==> config.mk <==
export PLATFORM = sky130hd
export DESIGN_NAME = change_dispenser_flat
export DESIGN_NICKNAME = d
export VERILOG_FILES = /design/src/rtl/change_dispenser_if.sv /design/src/rtl/change_dispenser.sv /design/src/flat_wrapper.sv
export SDC_FILE = /design/constraint.sdc
export NUM_CORES = 1
export LEC_CHECK = 0
export CAP_MARGIN = 40
export CORE_MARGIN = 4
export CORE_UTILIZATION = 35
export CTS_BUF_LIST = sky130_fd_sc_hd__clkbuf_4 sky130_fd_sc_hd__clkbuf_8
export CTS_CLUSTER_DIAMETER = 100
export DETAILED_ROUTE_END_ITERATION = 12
export GPL_TIMING_DRIVEN = 0
export PLACE_DENSITY = 0.65
export SLEW_MARGIN = 30
export SYNTH_ARGS = -nofsm -noshare
export SYNTH_HDL_FRONTEND = slang
export SYNTH_SLANG_ARGS = --single-unit
==> constraint.sdc <==
create_clock -name clk -period 2.45 [get_ports clk]
set_input_delay 0.735 -clock clk [delete_from_list [all_inputs] [get_ports clk]]
set_output_delay 0.735 -clock clk [all_outputs]
set_load 0.02 [all_outputs]
==> src/rtl/change_dispenser_if.sv <==
// rtl/change_dispenser_if.sv - request/hopper/status signal bundle for change_dispenser
//   start, amount, clr  : payout request and error clear (master -> slave)
//   coin_ack            : hopper acknowledge, 4-phase (master -> slave)
//   coin_req, coin_sel  : hopper coin request and coin type (slave -> master)
//   busy, done, error   : status (slave -> master)
//   remaining           : value still owed (slave -> master)
interface change_dispenser_if;
    logic       start;
    logic [7:0] amount;
    logic       clr;
    logic       coin_ack;
    logic       coin_req;
    logic [1:0] coin_sel;
    logic       busy;
    logic       done;
    logic       error;
    logic [7:0] remaining;

    modport master (
        output start, amount, clr, coin_ack,
        input  coin_req, coin_sel, busy, done, error, remaining
    );

    modport slave (
        input  start, amount, clr, coin_ack,
        output coin_req, coin_sel, busy, done, error, remaining
    );
endinterface

==> src/rtl/change_dispenser.sv <==
// rtl/change_dispenser.sv - greedy coin change dispenser with 4-phase hopper handshake
//   clk : rising-edge clock
//   rst : asynchronous active-low reset
//   bus : change_dispenser_if.slave (start/amount/clr/coin_ack in,
//         coin_req/coin_sel/busy/done/error/remaining out)
//   Parameters: DENOM_HI (large coin), DENOM_MID (medium coin), TIMEOUT (cycles per ack edge)
//   Optional: define CHANGE_DISPENSER_TIMEOUT_EN to enable the handshake watchdog and ERR path.
module change_dispenser #(
    parameter int DENOM_HI  = 10,
    parameter int DENOM_MID = 5,
    parameter int TIMEOUT   = 1000
) (
    input  logic               clk,
    input  logic               rst,
    change_dispenser_if.slave  bus
);

    localparam logic [2:0] IDLE    = 3'd0;
    localparam logic [2:0] SELECT  = 3'd1;
    localparam logic [2:0] REQ     = 3'd2;
    localparam logic [2:0] RELEASE = 3'd3;
    localparam logic [2:0] DONE    = 3'd4;
    localparam logic [2:0] ERR     = 3'd5;

    localparam logic [7:0] VAL_HI  = 8'(DENOM_HI);
    localparam logic [7:0] VAL_MID = 8'(DENOM_MID);

    logic [2:0] state;
    logic [1:0] sel_q;
    logic [7:0] rem_q;
    logic [1:0] next_sel;
    logic [7:0] coin_val;
    logic       timeout_hit;

    // Greedy choice: largest coin not exceeding what is still owed.
    always_comb begin
        next_sel = 2'b01;
        if (rem_q >= VAL_HI)
            next_sel = 2'b11;
        else if (rem_q >= VAL_MID)
            next_sel = 2'b10;
    end

    always_comb begin
        case (sel_q)
            2'b11:   coin_val = VAL_HI;
            2'b10:   coin_val = VAL_MID;
            2'b01:   coin_val = 8'd1;
            default: coin_val = 8'd0;
        endcase
    end

`ifdef CHANGE_DISPENSER_TIMEOUT_EN
    localparam int TW = $clog2(TIMEOUT + 1);
    logic [TW-1:0] tmo_cnt;

    // REQ is only entered from SELECT and RELEASE only from an acked REQ,
    // so clearing in those two places covers every entry.
    always_ff @(posedge clk or negedge rst) begin
        if (!rst)
            tmo_cnt <= '0;
        else if (state == SELECT || (state == REQ && bus.coin_ack))
            tmo_cnt <= '0;
        else if (state == REQ || state == RELEASE)
            tmo_cnt <= tmo_cnt + 1'b1;
    end

    // Fires on the TIMEOUT-th cycle spent waiting for the awaited ack level.
    assign timeout_hit = (tmo_cnt == TW'(TIMEOUT - 1));
    assign bus.error   = (state == ERR);
`else
    localparam int unused_timeout = TIMEOUT;
    assign timeout_hit = 1'b0;
    assign bus.error   = 1'b0;
`endif

    always_ff @(posedge clk or negedge rst) begin
        if (!rst) begin
            state <= IDLE;
            sel_q <= 2'b00;
            rem_q <= 8'd0;
        end else begin
            case (state)
                IDLE: begin
                    if (bus.start) begin
                        rem_q <= bus.amount;
                        state <= SELECT;
                    end
                end
                SELECT: begin
                    if (rem_q == 8'd0) begin
                        state <= DONE;
                    end else begin
                        sel_q <= next_sel;
                        state <= REQ;
                    end
                end
                REQ: begin
                    if (bus.coin_ack) begin
                        rem_q <= rem_q - coin_val;
                        state <= RELEASE;
                    end else if (timeout_hit) begin
                        sel_q <= 2'b00;
                        state <= ERR;
                    end
                end
                RELEASE: begin
                    if (!bus.coin_ack) begin
                        sel_q <= 2'b00;
                        state <= SELECT;
                    end else if (timeout_hit) begin
                        sel_q <= 2'b00;
                        state <= ERR;
                    end
                end
                DONE: state <= IDLE;
                ERR: begin
                    if (bus.clr)
                        state <= IDLE;
                end
                default: begin
                    sel_q <= 2'b00;
                    state <= IDLE;
                end
            endcase
        end
    end

    assign bus.coin_req  = (state == REQ);
    assign bus.coin_sel  = sel_q;
    assign bus.busy      = (state == SELECT) || (state == REQ) || (state == RELEASE);
    assign bus.done      = (state == DONE);
    assign bus.remaining = rem_q;

endmodule

==> src/flat_wrapper.sv <==
// flat-port wrapper written by rule: the top's interface ports become plain ports
module change_dispenser_flat 
#(
    parameter int DENOM_HI  = 10,
    parameter int DENOM_MID = 5,
    parameter int TIMEOUT   = 1000
)
  (clk, rst, bus_start, bus_amount, bus_clr, bus_coin_ack, bus_coin_req, bus_coin_sel, bus_busy, bus_done, bus_error, bus_remaining);
  change_dispenser_if bus_i ();
  input  logic clk;
  input  logic rst;
  input wire logic [$bits(bus_i.start)-1:0] bus_start;
  input wire logic [$bits(bus_i.amount)-1:0] bus_amount;
  input wire logic [$bits(bus_i.clr)-1:0] bus_clr;
  input wire logic [$bits(bus_i.coin_ack)-1:0] bus_coin_ack;
  output wire logic [$bits(bus_i.coin_req)-1:0] bus_coin_req;
  output wire logic [$bits(bus_i.coin_sel)-1:0] bus_coin_sel;
  output wire logic [$bits(bus_i.busy)-1:0] bus_busy;
  output wire logic [$bits(bus_i.done)-1:0] bus_done;
  output wire logic [$bits(bus_i.error)-1:0] bus_error;
  output wire logic [$bits(bus_i.remaining)-1:0] bus_remaining;
  assign bus_i.start = bus_start;
  assign bus_i.amount = bus_amount;
  assign bus_i.clr = bus_clr;
  assign bus_i.coin_ack = bus_coin_ack;
  assign bus_coin_req = bus_i.coin_req;
  assign bus_coin_sel = bus_i.coin_sel;
  assign bus_busy = bus_i.busy;
  assign bus_done = bus_i.done;
  assign bus_error = bus_i.error;
  assign bus_remaining = bus_i.remaining;
  change_dispenser #(.DENOM_HI(DENOM_HI), .DENOM_MID(DENOM_MID), .TIMEOUT(TIMEOUT)) u_core (.clk(clk), .rst(rst), .bus(bus_i));
endmodule
-- Word-level counts from Yosys, hierarchy flattened
Index checks and enable logic that the tools add are counted.
- $add $sub $neg: 1
- multipliers: 0
- divide/modulo/power cells: 0
- magnitude comparators: 2
- eq/ne operators: 13
- shift operators: 0
- multiplexer cells: 15
- bitwise logic cells: 1
- reduce and logical (&&, ||, !) cells: 9
- operator list (operator ; count):
    2-to-1 mux 8 bit ; 2
    case mux 8 bit (2 select lines) ; 1
    2-to-1 mux 3 bit ; 5
    case mux 3 bit (5 select lines) ; 1
    case mux 4 bit (3 select lines) ; 1
    != test 2 bit, second input constant ; 5
    >= comparator 8 x 3 -> 1 bit, second input constant ; 1
    >= comparator 8 x 4 -> 1 bit, second input constant ; 1
    zero test 8 bit ; 1
    2-to-1 mux 2 bit ; 4
    subtractor 8 x 4 -> 8 bit ; 1
    equality test 3 x 2 -> 1 bit, second input constant ; 2
    equality test 3 bit, second input constant ; 2
    case mux 2 bit (3 select lines) ; 1
    AND reduction 3 bit ; 2
    equality test 2 bit, second input constant ; 2
    AND reduction 4 bit ; 1
    OR reduction 4 bit ; 1
    equality test 3 x 1 -> 1 bit, second input constant ; 1
    zero test 3 bit ; 1
    equality test 2 x 1 -> 1 bit, second input constant ; 1
    logical OR 1 bit ; 2
    nonzero test 2 bit ; 1
    inverter 1 bit ; 1
- bits in registers: 13
- latch bits: 0
- RAM bits: 0
- memory bits (read-only): 0
- input bits: 13
- output and inout bits: 14
- word-level logic and storage cells: 44
- memories kept: 0

-- Logic depth before layout (Yosys ltp)
- word-level depth: 5
- gate-level depth with buffers: 10
- mapped depth without buffers: 10

-- Worst setup path before layout
OpenSTA, ideal clock, no wires.
- path type: register to register
- from: register u_core.sel_q[0] (netlist: u_core.bus.coin_sel[0])
- to: register u_core.rem_q[4] (netlist: u_core.bus.remaining[4])
- setup time: 0.080 ns
- data arrival time: 2.067 ns
- required time: 2.370 ns
- slack: 0.304 ns
- cell stages (with the launch flop): 11
- path buffers: 0
- clock period less this slack: 2.146 ns
- path through: dfrtp_1 > inv_1 > ha_1 > inv_1 > ha_1 > inv_1 > fa_1 > a21o_1 > a21o_1 > a21oi_1 > a2bb2oi_1
- cells in the longest elaborated chain, start to end: 5
- elaborated cells between the ends (all ways): 7
- those cells by class: add/sub: 1; eq/ne: 3; mux: 3
- ends and longest elaborated chain (item ; line ; source):
    start: declaration ; change_dispenser.sv:29 ; logic [1:0] sel_q;
    start signal: assignment ; change_dispenser.sv:94 ; sel_q <= next_sel;
    equality test 2 x 1 -> 1 bit or equality test 2 bit (tied branches) ; change_dispenser.sv:45 ; case (sel_q)
    case mux 4 bit (3 select lines) * ; change_dispenser.sv:45 ;
    subtractor 8 x 4 -> 8 bit * ; change_dispenser.sv:100 ; rem_q <= rem_q - coin_val;
    2-to-1 mux 8 bit * ; change_dispenser.sv:99 ; if (bus.coin_ack) begin
    case mux 8 bit (2 select lines) * ; change_dispenser.sv:83 ; case (state)
    end signal: assignment ; change_dispenser.sv:86 ; rem_q <= bus.amount;
    end signal: assignment ; change_dispenser.sv:100 ;
    end: declaration ; change_dispenser.sv:30 ; logic [7:0] rem_q;
Mark *: on every way between the ends. The rest lies on a longest branch, timed or not. The select of a mux whose other input is x is not followed.
A chain may end at the register's enable or synchronous reset.

-- Worst setup path in the final report
- from: register u_core.state[0]
- to: output port bus_coin_req
- cells in the longest elaborated chain, start to end: 1
- ends and longest elaborated chain (item ; line ; source):
    start: declaration ; change_dispenser.sv:28 ; logic [2:0] state;
    start signal: assignment ; change_dispenser.sv:79 ; state <= IDLE;
    start signal: assignment ; change_dispenser.sv:87 ; state <= SELECT;
    start signal: assignment ; change_dispenser.sv:92 ; state <= DONE;
    equality test 3 x 2 -> 1 bit ; change_dispenser.sv:129 ; assign bus.coin_req = (state == REQ);
    end: declaration ; flat_wrapper.sv:16 ; output wire logic [$bits(bus_i.coin_req)-1:0] bus_coin_req;
Every way passes these cells.

==> results.ini <==
[setup_path]
cp_data_required_time_ns = 1.71
crit_fanout = 10
critPathArrivalTime_ns = 1.62
reg2regPathDepth = 8
crit_type = reg2out
reg2reg_to = u_core.bus.remaining[7]
r2r-start = u_core.bus.coin_sel[0]
crit_path_end_kind = output port
reg2reg_slack_ns = 0.22
startpoint_type = flip-flop

[place]
post-place-ws_ns = -0.152
gp_congestion = 0.799
port_buffers = 25
dp_hpwl_mm = 1.98

[yosys]
synthesis.area_um2 = 1020
ys.flop_type = dfrtp_1
avgSynthCellArea_um2 = 8.51
syn_nets = 140
synth_edf_count = 0
yosysSeqAreaShare_pct = 31.9
netlist_instances = 120
async_flop_share_pct = 100
ys_ff_latch = 13
synth_cell_types = 41
ys_warn_count = 0

[final_layout]
antenna_cells = 0
drive_gt1_share_pct = 13.4
area_growth_syn_to_layout_pct = 32.0
final_nets = 170

[floorplanning]
ios = 27
die_w_um = 62.0
rows = 19
core_area_um2 = 2780
die-area_um2 = 3850
dieHeight_um = 62.0
start_util_pct = 36.7

[drt]
dr.pass1.iters = 4
wire_per_inst_um = 14.0
route.detailed.drc = 0
wirelength_mm = 2.52
via_count = 962
detail_route.vias_per_cell = 5.34
drt_iter0_drc = 21
ant_nets = 0

[sta]
rsz0062_at_grt = no
setup_tns_ns = 0
finalHoldViolCount = 0
tightest_slew_ns = 0.757
max-slew-margin-rel_pct = 49.4
fin_worst_skew_ns = 0.00104
slew_viol_final = 0
fmax_mhz = 424
fin_crit_ns = 2.36
setup_violations = 0
timing.final.crit_share_pct = 96.3
setup_ws_ns = 0.0918

[power_and_ir_drop]
fin_total_pwr_mw = 1.90
p_per_area_nw_per_um2 = 1410
peakVddDrop_uv = 717
power_leakage_nw = 0.558

[grt]
antenna_found_initial = 0
grt_pass1_vias = 1018
overflow = 0
grtUsageTotal_pct = 15.4
grt_pass1_wl_mm = 4.38
grt_start_max_net_pins = 14

[hold_path]
min_from = u_core.bus.remaining[2]
holdPathStages = 2
worst_hold_path.endpoint = u_core.bus.remaining[2]
hp-class = reg2reg

[clocking]
htreeDepth = 1
clock-sinks = 13
clk_path_buf_depth = 2
clkTransAtPathRegs_ns = 0.09
tritoncts.num_buffers = 3
cts_root_buffer = clkbuf_4
cts_tree = done
clock_latency_ns = 0.28

[job]
cap_viol_max_count = 0

[status]
status = complete, no violations

## power breakdown
group	total (mW)	switching (mW)	leakage (nW)	internal (mW)
Combinational	1.30	0.698	0.390	0.601
Clock	0.154	0.0800	0.0184	0.0741
Sequential	0.445	0.130	0.150	0.315
Total	1.90	0.908	0.558	0.991
## Yosys cell counts, types with 2 or more instances
library cell | number | area share, %
nor2b_1 | 2 | 1.2
nand2_1 | 9 | 3.3
a31oi_1 | 3 | 1.8
o22ai_1 | 3 | 1.8
or2_2 | 3 | 1.8
nor2_1 | 15 | 5.5
mux2i_1 | 3 | 2.9
nand2b_1 | 6 | 3.7
a21o_1 | 2 | 1.5
inv_1 | 7 | 2.6
or4b_2 | 2 | 2.0
o21ai_0 | 6 | 2.9
buf_2 | 2 | 0.98
ha_1 | 6 | 7.4
xnor2_1 | 2 | 1.7
dfrtp_1 | 13 | 32
a211oi_1 | 5 | 3.7
a21oi_1 | 8 | 3.9
## through the flow
| step | instances | hold slack [ns] | instance area [µm²] | util (%) |
|---|---|---|---|---|
| 4_1_cts | 180 | 0.578 | 1340 | 48.1 |
| 3_3_place_gp | 176 | 0.546 | 1310 | 47.1 |
| 3_5_place_dp | 176 | 0.555 | 1310 | 47.1 |
| 2_1_floorplan | 120 | 0.439 | 1020 | - |
| 6_report | 180 | 0.574 | 1350 | 48.4 |
| 5_1_grt | 180 | 0.643 | 1350 | 48.4 |
## registers in the layout, summed over array words and instances (netlist names)
name and cells:
u_core.bus.coin_sel 2, u_core.bus.remaining 8, u_core.state 3
## timing repair
item | in CTS | in global routing
gates resized for setup | 8 | 4
pin swaps | 0 | 0
buffers inserted | 0 | 0
hold buffers | 0 | 0
setup endpoints to repair | 3 | 2
## how the worst max path moves through the flow
| stage | startpoint | end | slack (ns) | cells after the start |
|---|---|---|---|---|
| final | u_core.state[0] | bus_coin_req | 0.09 | 5 |
| after global routing | u_core.state[0] | bus_coin_req | 0.007 | 5 |
| after CTS | u_core.state[1] | bus_busy | 0.01 | 4 |
| after detailed placement | u_core.state[0] | bus_coin_req | -0.15 | 5 |
| after global placement | u_core.state[0] | bus_coin_req | -0.18 | 5 |
| after floorplan | u_core.bus.coin_sel[0] | u_core.bus.remaining[4] | 0.30 | 10 |
## cells in the final DEF (no fill, tap or decap), drive strengths merged
cell type | synthesis | final
nor2 | 15 | 15
or3b | 1 | 1
or2 | 4 | 4
a31oi | 3 | 3
xnor2 | 2 | 2
or4 | 1 | 1
nand3b | 1 | 1
o21a | 1 | 1
a22oi | 1 | 1
o22ai | 3 | 3
or2b | 1 | 1
inv | 7 | 7
dlymetal6s2s | 0 | 1
nor4 | 1 | 1
buf | 4 | 4
nor2b | 2 | 2
dlygate4sd2 | 0 | 1
mux2i | 3 | 3
a2bb2oi | 1 | 1
a221oi | 1 | 1
conb | 1 | 1
a21oi | 9 | 9
nand2b | 6 | 6
clkdlybuf4s50 | 0 | 22
a32o | 1 | 1
a211o | 1 | 1
and2 | 1 | 1
nand3 | 1 | 1
fa | 1 | 1
ha | 6 | 6
a21o | 2 | 2
a211oi | 6 | 6
nand2 | 9 | 9
o21ai | 6 | 6
dfrtp | 13 | 13
clkbuf | 1 | 6
or3 | 1 | 1
or4b | 3 | 3
## worst max-delay path, cell delays in order (launching register included)
cell and delay (ns):
dfrtp_1 0.36, buf_2 0.16, or3b_1 0.37, clkbuf_4 0.20, inv_4 0.10, buf_4 0.14
## area by class of cell
| class | count | area, µm² |
|---|---|---|
| tap | 31 | 38.8 |
| timing repair buffer | 25 | 249 |
| inverter | 7 | 28.8 |
| multi-input combinational | 95 | 637 |
| buffer | 5 | 38.8 |
| sequential | 13 | 325 |
| fill | 290 | 1430 |
| clock buffer | 4 | 30.0 |
## cells by family after synthesis
kind of cell	synth area share, %
mux	2.94
flops	31.9
compound gates	22.8
other cells	0.367
xor+xnor	1.72
fa+ha+maj	9.31
buf+inv	5.76
simple gates	25.2
## routing by layer
| layer | GRT usage [%] | vias to the layer above | routed length [µm] |
|---|---|---|---|
| met4 | 5.45 | 0 | 19 |
| met2 | 25.9 | 18 | 1290 |
| li1 | - | 481 | - |
| met1 | 19.5 | 461 | 1100 |
| met5 | 0 | - | 0 |
| met3 | 2.89 | 2 | 115 |
No activity file was read; power rests on OpenSTA's default activity.
